`config.mk`:
```
export PLATFORM = sky130hd
export DESIGN_NAME = dec_queue
export DESIGN_NICKNAME = d
export VERILOG_FILES = /design/src/rtl/dec_queue_pkg.sv /design/src/rtl/dec_queue_instr_ctrl_decode.sv /design/src/rtl/dec_queue.sv
export SDC_FILE = /design/constraint.sdc
export NUM_CORES = 1
export LEC_CHECK = 0
export BUFFER_PORTS_ARGS = -buffer_cell sky130_fd_sc_hd__buf_2
export CAP_MARGIN = 10
export CORE_MARGIN = 2
export CORE_UTILIZATION = 55
export DETAILED_ROUTE_END_ITERATION = 10
export PLACE_DENSITY = 0.76
export SLEW_MARGIN = 20
export SYNTH_ARGS = -nofsm -noshare
export SYNTH_HDL_FRONTEND = slang
export SYNTH_SLANG_ARGS = --single-unit
```
`constraint.sdc`:
```
create_clock -name clk -period 3.75 [get_ports clk]
set_clock_uncertainty 0.2 [all_clocks]
set_input_delay 0.1875 -clock clk [delete_from_list [all_inputs] [get_ports clk]]
set_output_delay 0.1875 -clock clk [all_outputs]
set_load 0.01 [all_outputs]
```
`src/rtl/dec_queue_pkg.sv`:
```
// Shared decode constants: opcode/funct/rt/rs codes, ERET word and the
// bit positions of the 12-bit control bundle.
package dec_queue_pkg;

  localparam int CTRL_W = 12;

  // control bundle bit positions (MSB first: branch ... invalid)
  localparam int CB_BRANCH     = 11;
  localparam int CB_JUMP       = 10;
  localparam int CB_JAL        = 9;
  localparam int CB_JR         = 8;
  localparam int CB_BAL        = 7;
  localparam int CB_ALU_SRC    = 6;
  localparam int CB_MEM_READ   = 5;
  localparam int CB_MEM_WRITE  = 4;
  localparam int CB_MEM_TO_REG = 3;
  localparam int CB_REG_WRITE  = 2;
  localparam int CB_REG_DST    = 1;
  localparam int CB_INVALID    = 0;

  // primary opcodes
  localparam logic [5:0] OP_SPECIAL = 6'h00, OP_REGIMM = 6'h01, OP_J    = 6'h02,
                         OP_JAL     = 6'h03, OP_BEQ    = 6'h04, OP_BNE  = 6'h05,
                         OP_BLEZ    = 6'h06, OP_BGTZ   = 6'h07, OP_ADDI = 6'h08,
                         OP_ADDIU   = 6'h09, OP_SLTI   = 6'h0A, OP_SLTIU = 6'h0B,
                         OP_ANDI    = 6'h0C, OP_ORI    = 6'h0D, OP_XORI = 6'h0E,
                         OP_LUI     = 6'h0F, OP_COP0   = 6'h10, OP_LB   = 6'h20,
                         OP_LH      = 6'h21, OP_LW     = 6'h23, OP_LBU  = 6'h24,
                         OP_LHU     = 6'h25, OP_SB     = 6'h28, OP_SH   = 6'h29,
                         OP_SW      = 6'h2B;

  // SPECIAL funct codes
  localparam logic [5:0] FN_SLL  = 6'h00, FN_SRL   = 6'h02, FN_SRA   = 6'h03,
                         FN_SLLV = 6'h04, FN_SRLV  = 6'h06, FN_SRAV  = 6'h07,
                         FN_JR   = 6'h08, FN_JALR  = 6'h09, FN_SYSCALL = 6'h0C,
                         FN_BREAK = 6'h0D, FN_MFHI = 6'h10, FN_MTHI  = 6'h11,
                         FN_MFLO = 6'h12, FN_MTLO  = 6'h13, FN_MULT  = 6'h18,
                         FN_MULTU = 6'h19, FN_DIV  = 6'h1A, FN_DIVU  = 6'h1B,
                         FN_ADD  = 6'h20, FN_ADDU  = 6'h21, FN_SUB   = 6'h22,
                         FN_SUBU = 6'h23, FN_AND   = 6'h24, FN_OR    = 6'h25,
                         FN_XOR  = 6'h26, FN_NOR   = 6'h27, FN_SLT   = 6'h2A,
                         FN_SLTU = 6'h2B;

  // REGIMM rt codes
  localparam logic [4:0] RT_BLTZ = 5'h00, RT_BGEZ = 5'h01,
                         RT_BLTZAL = 5'h10, RT_BGEZAL = 5'h11;

  // COP0 rs codes
  localparam logic [4:0] RS_MFC0 = 5'h00, RS_MTC0 = 5'h04;

  localparam logic [31:0] INSTR_ERET = 32'h4200_0018;

endpackage

```
`src/rtl/dec_queue_instr_ctrl_decode.sv`:
```
// Combinational MIPS decoder: raw instruction -> 12-bit control bundle.
// Unknown encodings yield only the invalid bit.
module dec_queue_instr_ctrl_decode
  import dec_queue_pkg::*;
(
  input  logic [31:0]       instr_i,
  output logic [CTRL_W-1:0] ctrl_o
);

  logic [5:0]        op, fn;
  logic [4:0]        rs, rt;
  logic [CTRL_W-1:0] ctrl_c;
  logic              inv_c;

  assign op = instr_i[31:26];
  assign rs = instr_i[25:21];
  assign rt = instr_i[20:16];
  assign fn = instr_i[5:0];

  // classify the instruction and raise the matching control bits
  always_comb begin
    ctrl_c = '0;
    inv_c  = 1'b0;
    case (op)
      OP_SPECIAL: begin
        case (fn)
          FN_SLL, FN_SRL, FN_SRA, FN_SLLV, FN_SRLV, FN_SRAV, FN_MFHI, FN_MFLO,
          FN_ADD, FN_ADDU, FN_SUB, FN_SUBU, FN_AND, FN_OR, FN_XOR, FN_NOR,
          FN_SLT, FN_SLTU: begin
            ctrl_c[CB_REG_WRITE] = 1'b1;
            ctrl_c[CB_REG_DST]   = 1'b1;
          end
          FN_JR: begin
            ctrl_c[CB_JUMP] = 1'b1;
            ctrl_c[CB_JR]   = 1'b1;
          end
          FN_JALR: begin
            ctrl_c[CB_JR]        = 1'b1;
            ctrl_c[CB_REG_WRITE] = 1'b1;
            ctrl_c[CB_REG_DST]   = 1'b1;
          end
          FN_MTHI, FN_MTLO, FN_MULT, FN_MULTU, FN_DIV, FN_DIVU,
          FN_SYSCALL, FN_BREAK: ;
          default: inv_c = 1'b1;
        endcase
      end
      OP_REGIMM: begin
        case (rt)
          RT_BLTZ, RT_BGEZ: ctrl_c[CB_BRANCH] = 1'b1;
          RT_BLTZAL, RT_BGEZAL: begin
            ctrl_c[CB_BRANCH]    = 1'b1;
            ctrl_c[CB_BAL]       = 1'b1;
            ctrl_c[CB_REG_WRITE] = 1'b1;
          end
          default: inv_c = 1'b1;
        endcase
      end
      OP_J: ctrl_c[CB_JUMP] = 1'b1;
      OP_JAL: begin
        ctrl_c[CB_JAL]       = 1'b1;
        ctrl_c[CB_REG_WRITE] = 1'b1;
      end
      OP_BEQ, OP_BNE, OP_BLEZ, OP_BGTZ: ctrl_c[CB_BRANCH] = 1'b1;
      OP_ADDI, OP_ADDIU, OP_SLTI, OP_SLTIU, OP_ANDI, OP_ORI, OP_XORI, OP_LUI: begin
        ctrl_c[CB_ALU_SRC]   = 1'b1;
        ctrl_c[CB_REG_WRITE] = 1'b1;
      end
      OP_LB, OP_LH, OP_LW, OP_LBU, OP_LHU: begin
        ctrl_c[CB_ALU_SRC]    = 1'b1;
        ctrl_c[CB_MEM_READ]   = 1'b1;
        ctrl_c[CB_MEM_TO_REG] = 1'b1;
        ctrl_c[CB_REG_WRITE]  = 1'b1;
      end
      OP_SB, OP_SH, OP_SW: begin
        ctrl_c[CB_ALU_SRC]   = 1'b1;
        ctrl_c[CB_MEM_WRITE] = 1'b1;
      end
      OP_COP0: begin
        // ERET is the only accepted CO-format word; it needs no control bits
        if (rs == RS_MFC0) ctrl_c[CB_REG_WRITE] = 1'b1;
        else if (rs != RS_MTC0 && instr_i != INSTR_ERET) inv_c = 1'b1;
      end
      default: inv_c = 1'b1;
    endcase
    if (inv_c) begin
      ctrl_c             = '0;
      ctrl_c[CB_INVALID] = 1'b1;
    end
  end

  assign ctrl_o = ctrl_c;

endmodule

```
`src/rtl/dec_queue.sv`:
```
// Decoded-instruction queue: decodes on entry, tags delay slots and
// presents the oldest entry on a valid/ready handshake.
module dec_queue
  import dec_queue_pkg::*;
#(
  parameter int DEPTH = 4,
  parameter int PC_W  = 32
) (
  input  logic                       clk,
  input  logic                       rst,
  input  logic                       flush,
  input  logic                       in_valid,
  output logic                       in_ready,
  input  logic [31:0]                in_instr,
  input  logic [PC_W-1:0]            in_pc,
  output logic                       out_valid,
  input  logic                       out_ready,
  output logic [31:0]                out_instr,
  output logic [PC_W-1:0]            out_pc,
  output logic [CTRL_W-1:0]          out_ctrl,
  output logic                       out_is_ds,
  output logic [$clog2(DEPTH+1)-1:0] count
);

  localparam int PTR_W = $clog2(DEPTH);
  localparam int CNT_W = $clog2(DEPTH+1);

  logic [31:0]       instr_mem_q [DEPTH];
  logic [PC_W-1:0]   pc_mem_q    [DEPTH];
  logic [CTRL_W-1:0] ctrl_mem_q  [DEPTH];
  logic              ds_mem_q    [DEPTH];

  logic [PTR_W-1:0] head_q, head_d, tail_q, tail_d;
  logic [CNT_W-1:0] count_q, count_d;
  logic             last_cti_q, last_cti_d;

  logic [CTRL_W-1:0] dec_ctrl;
  logic              dec_cti, full, empty, push, pop;

  dec_queue_instr_ctrl_decode u_instr_ctrl_decode (
    .instr_i (in_instr),
    .ctrl_o  (dec_ctrl)
  );

  assign dec_cti = dec_ctrl[CB_BRANCH] | dec_ctrl[CB_JUMP] | dec_ctrl[CB_JAL] | dec_ctrl[CB_JR];

  assign full     = (count_q == CNT_W'(DEPTH));
  assign empty    = (count_q == '0);
  assign in_ready = !full;
  assign out_valid = !empty;
  assign push     = in_valid && in_ready && !flush;
  assign pop      = out_valid && out_ready && !flush;

  // next-state for pointers, occupancy and delay-slot tracking
  always_comb begin
    head_d     = head_q;
    tail_d     = tail_q;
    count_d    = count_q;
    last_cti_d = last_cti_q;
    if (flush) begin
      head_d     = '0;
      tail_d     = '0;
      count_d    = '0;
      last_cti_d = 1'b0;
    end else begin
      if (push) begin
        tail_d     = tail_q + PTR_W'(1);
        // a CTI arms tagging of the next push; anything else disarms it
        last_cti_d = dec_cti;
      end
      if (pop) head_d = head_q + PTR_W'(1);
      count_d = count_q + CNT_W'(push) - CNT_W'(pop);
    end
  end

  // control state register
  always_ff @(posedge clk) begin
    if (rst) begin
      head_q     <= '0;
      tail_q     <= '0;
      count_q    <= '0;
      last_cti_q <= 1'b0;
    end else begin
      head_q     <= head_d;
      tail_q     <= tail_d;
      count_q    <= count_d;
      last_cti_q <= last_cti_d;
    end
  end

  // entry storage write at the tail; contents are qualified by count
  always_ff @(posedge clk) begin
    if (push) begin
      instr_mem_q[tail_q] <= in_instr;
      pc_mem_q[tail_q]    <= in_pc;
      ctrl_mem_q[tail_q]  <= dec_ctrl;
      ds_mem_q[tail_q]    <= last_cti_q;
    end
  end

  assign out_instr = empty ? '0 : instr_mem_q[head_q];
  assign out_pc    = empty ? '0 : pc_mem_q[head_q];
  assign out_ctrl  = empty ? '0 : ctrl_mem_q[head_q];
  assign out_is_ds = empty ? 1'b0 : ds_mem_q[head_q];
  assign count     = count_q;

endmodule

```
== After elaboration in Yosys (flattened, before gate mapping) ==
Memories as Yosys holds them, arrays and structs flattened. A register that Yosys moved wholly into a read port is not among the register bits.
Cells that the tools add are included.
Storage, ports and cells
  bits in writable memories: 308
  register bits: 8
  memories: 4
Operators by class
  reductions and logical operators: 25
  add/subtract/negate cells: 4
  multiplexer cells: 36
  equal/unequal tests: 57
  bitwise logic cells: 3
Memories
  instr_mem_q: depth 4, bits a word 32, read ports 1, clocked after Yosys merged registers in 1, wr ports 1, RTL line dec_queue.sv:28  | logic [31:0] instr_mem_q [DEPTH];
  pc_mem_q: depth 4, bits a word 32, read ports 1, clocked after Yosys merged registers in 1, wr ports 1, RTL line dec_queue.sv:29  | logic [PC_W-1:0] pc_mem_q [DEPTH];
  ctrl_mem_q: depth 4, bits a word 12, read ports 1, clocked after Yosys merged registers in 1, wr ports 1, RTL line dec_queue.sv:30  | logic [CTRL_W-1:0] ctrl_mem_q [DEPTH];
  ds_mem_q: depth 4, bits a word 1, read ports 1, clocked after Yosys merged registers in 1, wr ports 1, RTL line dec_queue.sv:31  | logic ds_mem_q [DEPTH];
Operator list (number)
  == test 6 bit (second input constant): 18
  == test 6 x 4 -> 1 bit (second input constant): 12
  two-way mux 32 bit: 2
  == test 6 x 5 -> 1 bit (second input constant): 9
  == test 6 x 3 -> 1 bit (second input constant): 7
  != test 32 x 31 -> 1 bit (second input constant): 1
  OR reduction 28 bit: 1
  == test 6 x 2 -> 1 bit (second input constant): 4
  two-way mux 12 bit: 2
  OR reduction 22 bit: 1
  two-way mux 1 bit: 19
  OR reduction 19 bit: 1
  two-way mux 2 bit: 9
  OR reduction 16 bit: 1
  OR reduction 14 bit: 1
  zero test 6 bit: 2
  == test 5 bit (second input constant): 2
  zero test 5 bit: 2
  case mux 1 bit (4 select lines): 2
  OR reduction 4 bit: 2
  == test 6 x 1 -> 1 bit (second input constant): 1
  OR reduction 2 bit: 3
  == test 5 x 1 -> 1 bit (second input constant): 1
  logical AND 1 bit: 5
  other kinds (11): 17

== Longest topological paths before layout ==
Gate-level depths: netlist of run 1.
  depth after elaboration: 9
  mapped depth: 12
  mapped depth without buffers: 11

== Modules after synthesis ==
Synthesis of run 1 repeated with hierarchy kept, for this count alone.
Unflattened totals
  cells, all modules: 612
  area total of the unflattened synthesis: 12592.1 sq um
By module, submodules not included
  dec_queue: area an instance 12167.9 sq um, cells each 544, seq. area each 9449.1 sq um, instances 1
  dec_queue_instr_ctrl_decode: area an instance 424.2 sq um, cells each 68, seq. area each 0.0 sq um, instances 1

== Least setup slack after synthesis of run 1 ==
No wires, ideal clock.
  path kind: reg2reg
  from: register count_q[1], in the netlist count[1]
  to: memory ctrl_mem_q[0][0], enable pin
  required time: 3.107 ns
  slack: 0.371 ns
  data arrival time: 2.736 ns
  cell stages (with the launch flop): 5
  library setup time: 0.443 ns
  cell sequence: dfxtp_1 > or3b_1 > buf_2 > and3b_1 > and2_1
On the way
  word-level cells in the longest chain between the ends: 6
Ends and longest elaborated chain
  start: declaration: RTL line dec_queue.sv:34  | logic [CNT_W-1:0] count_q, count_d;
  start signal: assignment: RTL line dec_queue.sv:86  | count_q <= count_d;
  == test 3 bit: RTL line dec_queue.sv:47  | assign full = (count_q == CNT_W'(DEPTH));
  zero test 1 bit: RTL line dec_queue.sv:49  | assign in_ready = !full;
  net in_ready: RTL line dec_queue.sv:13  | output logic in_ready,
  logical AND 1 bit (2 in series): RTL line dec_queue.sv:51  | assign push = in_valid && in_ready && !flush;
  two-way mux 1 bit: RTL line dec_queue.sv:93  | if (push) begin
  two-way mux 1 bit (implied by the code): RTL line dec_queue.sv:96  | ctrl_mem_q[tail_q] <= dec_ctrl;
  end: declaration: RTL line dec_queue.sv:30
The timed path passes the listed nets, and every way through them passes these cells.

==> results.sh, run 1 <==
export IMPL_status="completed"
export IMPL_areaGrowthSynthToFinish_pct=22.7
export IMPL_post_cts_setup_buffers=0
export IMPL_floorplan_initialDensity_pct=56.5
export IMPL_vias=6582
export IMPL_diodes=0
export IMPL_rsz0062_at_grt="no"
export IMPL_grt_pass1_wl_um=39400
export IMPL_drive_gt1_share_pct=34.6
export IMPL_grt_max_degree=79
export IMPL_synth_area_mm2=0.0124
export IMPL_crit_chain="buf_4 -> mux4_2 -> and2_1 -> buf_2"
export IMPL_htree_levels=2
export IMPL_grt_use_total_pct=21.9
export IMPL_synth_nets=681
export IMPL_slew_violations=0
export IMPL_wl_um=25300
export IMPL_numCtsBuffers=34
export IMPL_final_area_mm2=0.0152
export IMPL_cp_num_buf_inv=2
export IMPL_fin_crit_sh_pct=78.1
export IMPL_cp_top_family="flip-flops"
export IMPL_pwr_share_clk_pct=41.6
export IMPL_ys_seq_elements=314
export IMPL_tritoncts="done"
export IMPL_hold_path_class="input pin to register"
export IMPL_grt_overflow=0
export IMPL_tns_ns=0
export IMPL_nNetsFinal=916
export IMPL_multiInputGateArea_mm2=0.00288
export IMPL_cpPeakStageDelay_ns=0.78
export IMPL_hpwl_um=14700
export IMPL_layout_cells_most_common_list="edfxtp_1, buf_2, and2_1"
export IMPL_p_int_mw=5.90
export IMPL_drtIter0Drc=475
export IMPL_cpMaxStageDelayCell="dfxtp_4"
export IMPL_cp_end_kind="primary output"
export IMPL_gp_congestion=0.768
export IMPL_pre_cts_slack_ns=1.00
export IMPL_fillers=1382
export IMPL_grt_pass1_vias=7075
export IMPL_die_area_mm2=0.0238
export IMPL_synth_distinct_cells=50
export IMPL_synth_warnings=0
export IMPL_maxSlewHeadroom_pct=30.2
export IMPL_die_h_um=154
export IMPL_clockBufferDepth=3
export IMPL_hold_slack_ns=0.245
export IMPL_syn_avg_cell_area_um2=20.5
export IMPL_clkTransAtPathRegs_ns=0.06
export IMPL_vdd_drop_max_uv=478
export IMPL_place_area_mm2=0.0135
export IMPL_cts_root_buffer="clkbuf_16"
export IMPL_ios=151
export IMPL_arrival_ns=2.54
export IMPL_synth_async_reset_ratio_pct=0
export IMPL_worst_skew_pair_late_latency_ns=0.50
export IMPL_crit_type="register to primary output"
export IMPL_rows=54
export IMPL_final_common_cell="edfxtp_1"
export IMPL_min_period_ns=2.93
export IMPL_seq_area_frac_synth_pct=75.2
export IMPL_ant_nets=0
export IMPL_drc=0
export IMPL_cts_resized_gates=0
export IMPL_worst_pin_slew_ns=1.02
export IMPL_power_leakage_nw=5.38
export IMPL_dp_cells=1014
export IMPL_power_switching_mw=1.49
export IMPL_seqPwrFrac_pct=53.1
export IMPL_setup_slack_ns=0.822
export IMPL_maxCapViolCount=0
export IMPL_coreArea_mm2=0.0220
export IMPL_finalSetupViolCount=0
export IMPL_ctsHoldBuffers=70
export IMPL_cp_required_ns=3.36
export IMPL_synth_enable_flop_cells=304
export IMPL_wl_per_cell_um=22.2
export IMPL_start_kind="register"
export IMPL_antenna_found_initial=0
export IMPL_ys_flop_type="edfxtp_1"
export IMPL_instances_no_fill=1142
export IMPL_hold_violations=0
export IMPL_seqCellArea_mm2=0.00934
export IMPL_viasPerCell=5.76
export IMPL_max_freq_mhz=342
export IMPL_die_x_um=154
export IMPL_clock_sinks=314
export IMPL_p_sw_share_pct=20.2
export IMPL_drt_first_pass_iters=5
export IMPL_critPathMaxFanout=32
export IMPL_power_density_mw_per_mm2=486
export IMPL_p_comb_share_pct=5.3
export IMPL_portBuffers=150
export IMPL_syn_inst=605
==> cells in the mapped netlist (2+ instances only) <==
master	count	area, um^2
buf_4	6	45.0
nor4_1	4	25.0
or3_1	3	18.8
clkbuf_1	12	45.0
mux4_2	76	1710
nor4b_1	4	35.0
nand3_1	3	15.0
nor3_1	4	20.0
a21oi_1	8	40.0
inv_1	10	37.5
nor3b_1	2	15.0
and3b_1	2	17.5
nand2_1	2	7.51
nand2b_1	4	25.0
o21ai_0	2	10.0
nor2_1	14	52.6
or2_2	3	18.8
edfxtp_1	304	9130
xnor2_1	4	35.0
ha_1	6	75.1
nand3b_1	2	15.0
buf_2	7	35.0
dfxtp_1	10	200
buf_1	6	22.5
and3_1	2	12.5
and2_1	81	507
==> state kept, by name (all words and copies together) (netlist names), named ones only <==
signal       flops
ds_mem_q         4
head_q           2
ctrl_mem_q      44
count            3
pc_mem_q       128
instr_mem_q    128
tail_q           2
last_cti_q       1
==> path summary, 6_finish.rpt <==
path | cells past startpoint | to | startpoint | slack (ns)
max | 4 | out_instr[30] | register | 0.82
min | 2 | pc_mem_q[0][7] | in_pc[7] | 0.25
max reg2reg | 11 | count[2] | count[2] | 0.97
min reg2reg | 2 | register | head_q[1] | 0.33
==> cells by family after synthesis <==
kind of cell | Yosys count | share of synthesized area, %
AO/OA/AOI/OAI | 20 | 1.05
XOR/XNOR | 5 | 0.353
adder cells (fa/ha/maj) | 7 | 0.767
buffers and inverters | 43 | 1.62
flip-flops | 314 | 75.2
multiplexers | 76 | 13.8
AND/OR/NAND/NOR | 140 | 7.16
==> power groups by stage <==
| stage | combinational [mW] | clock (mW) | sequential, mW |
|---|---|---|---|
| 4_1_cts | 0.392 | 3.12 | 3.93 |
| 3_3_place_gp | 0.318 | 0 | 3.99 |
| 5_1_grt | 0.423 | 3.28 | 3.93 |
| 2_1_floorplan | 0.170 | 0 | 4.00 |
| 6_report | 0.390 | 3.08 | 3.93 |
| 3_5_place_dp | 0.332 | 0 | 4.00 |
==> cell type report <==
cell class / instances / share of cell area (%)
timing repair buffer: 232 / 10.4
inverter: 10 / 0.247
clock inverter: 13 / 0.707
sequential: 314 / 61.4
tap: 280 / 2.30
multi-input combinational: 248 / 18.9
clock buffer: 45 / 6.07
==> stage by stage <==
stage | utilization, % | total power, mW
global placement | 61.4 | 4.31
floorplan | - | 4.17
detailed placement | 61.4 | 4.33
finish | 69.3 | 7.39
global route | 69.3 | 7.63
CTS | 69.3 | 7.44
==> metal layers <==
layer	GRT usage (%)	part of all wire, %	vias to the layer above
li1	-	-	2906
met4	6.94	2.3	0
met5	0	0	-
met1	28.6	39	3337
met2	37.3	51	290
met3	4.65	7.8	49
Power figures use the tool's default switching activity.
==> run 2: changes to the inputs <==
- CORE_UTILIZATION: 55 -> 52
- PLACE_DENSITY: 0.76 -> 0.75
- clock period: 3.75 -> 2.65 ns (I/O delays scaled with it)
==> run 2 against run 1 <==
  * Non-clock buffer count up 5
  * Final cell count increased by 3.9%
  * First-iteration DRC count rose by 39%
  * Flip-flop and latch count is the same
==> results.sh, run 2 (synthesized netlist as in run 1, its figures left out) <==
export IMPL_status="completed"
export IMPL_portBuffers=150
export IMPL_gp_congestion=0.766
export IMPL_worst_skew_pair_late_latency_ns=0.55
export IMPL_areaGrowthSynthToFinish_pct=23.4
export IMPL_numCtsBuffers=31
export IMPL_grt_overflow=0
export IMPL_floorplan_initialDensity_pct=52.8
export IMPL_drc=0
export IMPL_antenna_found_initial=1
export IMPL_die_area_mm2=0.0251
export IMPL_vdd_drop_max_uv=614
export IMPL_finalSetupViolCount=0
export IMPL_ant_nets=0
export IMPL_ios=151
export IMPL_wl_um=24600
export IMPL_vias=6536
export IMPL_maxSlewHeadroom_pct=44.2
export IMPL_viasPerCell=5.51
export IMPL_r2r_cells=11
export IMPL_layout_cells_most_common_list="edfxtp_1, buf_2, and2_1"
export IMPL_hp_start="in_pc[0]"
export IMPL_maxCapViolCount=0
export IMPL_drive_gt1_share_pct=36.4
export IMPL_cp_required_ns=2.89
export IMPL_power_leakage_nw=5.41
export IMPL_die_x_um=158
export IMPL_hpwl_um=14600
export IMPL_tritoncts="done"
export IMPL_min_period_ns=2.52
export IMPL_drt_first_pass_iters=5
export IMPL_clkTransAtPathRegs_ns=0.06
export IMPL_nNetsFinal=918
export IMPL_clockBufferDepth=3
export IMPL_final_area_mm2=0.0153
export IMPL_power_density_mw_per_mm2=670
export IMPL_worstReg2RegEnd="count[2]"
export IMPL_holdPathEnd="pc_mem_q[2][0]"
export IMPL_grt_use_total_pct=20.1
export IMPL_start_kind="register"
export IMPL_cts_root_buffer="clkbuf_16"
export IMPL_slew_violations=0
export IMPL_htree_levels=1
export IMPL_crit_type="register to register"
export IMPL_hold_path_class="input pin to register"
export IMPL_coreArea_mm2=0.0235
export IMPL_totalPowerFinal_mw=10.2
export IMPL_grt_max_degree=79
export IMPL_grt_pass1_vias=6993
export IMPL_largestRegisters="instr_mem_q: 128 flops, pc_mem_q: 128 flops, ctrl_mem_q: 44 flops"
export IMPL_fin_crit_sh_pct=94.9
export IMPL_clock_sinks=314
export IMPL_max_freq_mhz=397
export IMPL_worst_pin_slew_ns=0.826
export IMPL_r2r_start="count[0]"
export IMPL_arrival_ns=2.76
export IMPL_rows=56
export IMPL_critPathMaxFanout=4
export IMPL_place_area_mm2=0.0136
export IMPL_hold_violations=0
export IMPL_cp_end_kind="register"
export IMPL_grt_pass1_wl_um=38100
export IMPL_ff2ff_setup_slack_ns=0.13
export IMPL_drtIter0Drc=658
export IMPL_wl_per_cell_um=20.8
export IMPL_final_common_cell="edfxtp_1"
export IMPL_hold_depth=2
export IMPL_die_h_um=158
-- run 2: timing repair --
item | 4_1_cts | 5_1_grt
pin swaps | 3 | 1
gates resized for setup | 2 | 4
setup buffers | 1 | 0
endpoints found under the setup margin | 1 | 1
hold buffers | 70 | 0
endpoints found under the hold margin | 298 | 0
-- run 2: layout make-up --
cell class | instances | area (um^2)
Sequential cell | 314 | 9340
Fill cell | 1575 | 8180
Tap cell | 319 | 399
Clock buffer | 33 | 783
Antenna cell | 1 | 2.50
Clock inverter | 24 | 180
Multi-Input combinational cell | 248 | 2890
Timing Repair Buffer | 237 | 1670
Inverter | 10 | 37.5
-- run 2: through the flow --
stage | utilization (%) | std cells | setup slack [ns] | setup TNS, ns | hold WS (ns)
floorplan | - | 605 | 0.00954 | 0 | 0.0314
global placement | 58.0 | 1057 | 0.102 | 0 | 0.145
detailed placement | 58.0 | 1057 | -0.00336 | -0.00336 | 0.152
CTS | 65.1 | 1185 | 0.00642 | 0 | 0.114
global route | 65.2 | 1186 | -0.000143 | -0.000143 | 0.133
finish | 65.2 | 1186 | 0.134 | 0 | 0.134
-- run 2: how the worst max path moves through the flow --
stage                   from  endpoint  slack, ns  depth (start not counted)
CTS                 count[2]  count[2]      0.006                         11
global placement    count[2]  count[2]       0.10                         10
floorplan           count[2]  count[2]       0.01                         12
detailed placement  count[2]  count[2]     -0.003                         10
finish              count[0]  count[2]       0.13                         11
global route        count[0]  count[2]    -0.0001                         11
-- run 2: power breakdown --
group	total, mW	internal (mW)	leakage [nW]	switching, mW
sequential	5.55	5.53	2.89	0.0213
combinational	0.558	0.266	2.03	0.293
clock	4.14	2.33	0.487	1.80
-- run 2: layer usage --
| metal | vias up | part of all wire, % | GRT usage, % |
|---|---|---|---|
| li1 | 2909 | - | - |
| met1 | 3332 | 42 | 27.2 |
| met2 | 257 | 49 | 34.5 |
| met3 | 38 | 7.1 | 3.92 |
| met4 | 0 | 1.8 | 4.08 |
| met5 | - | 0 | 0 |
-- run 2: worst max-delay path, cell delays in order (launching register included) --
cell,delay [ns]
dfxtp_2,0.34
or3b_4,0.39
and3b_1,0.20
inv_1,0.08
ha_1,0.23
inv_1,0.07
ha_1,0.14
inv_1,0.05
fa_2,0.35
xor2_1,0.16
xnor2_1,0.15
nor2_1,0.06
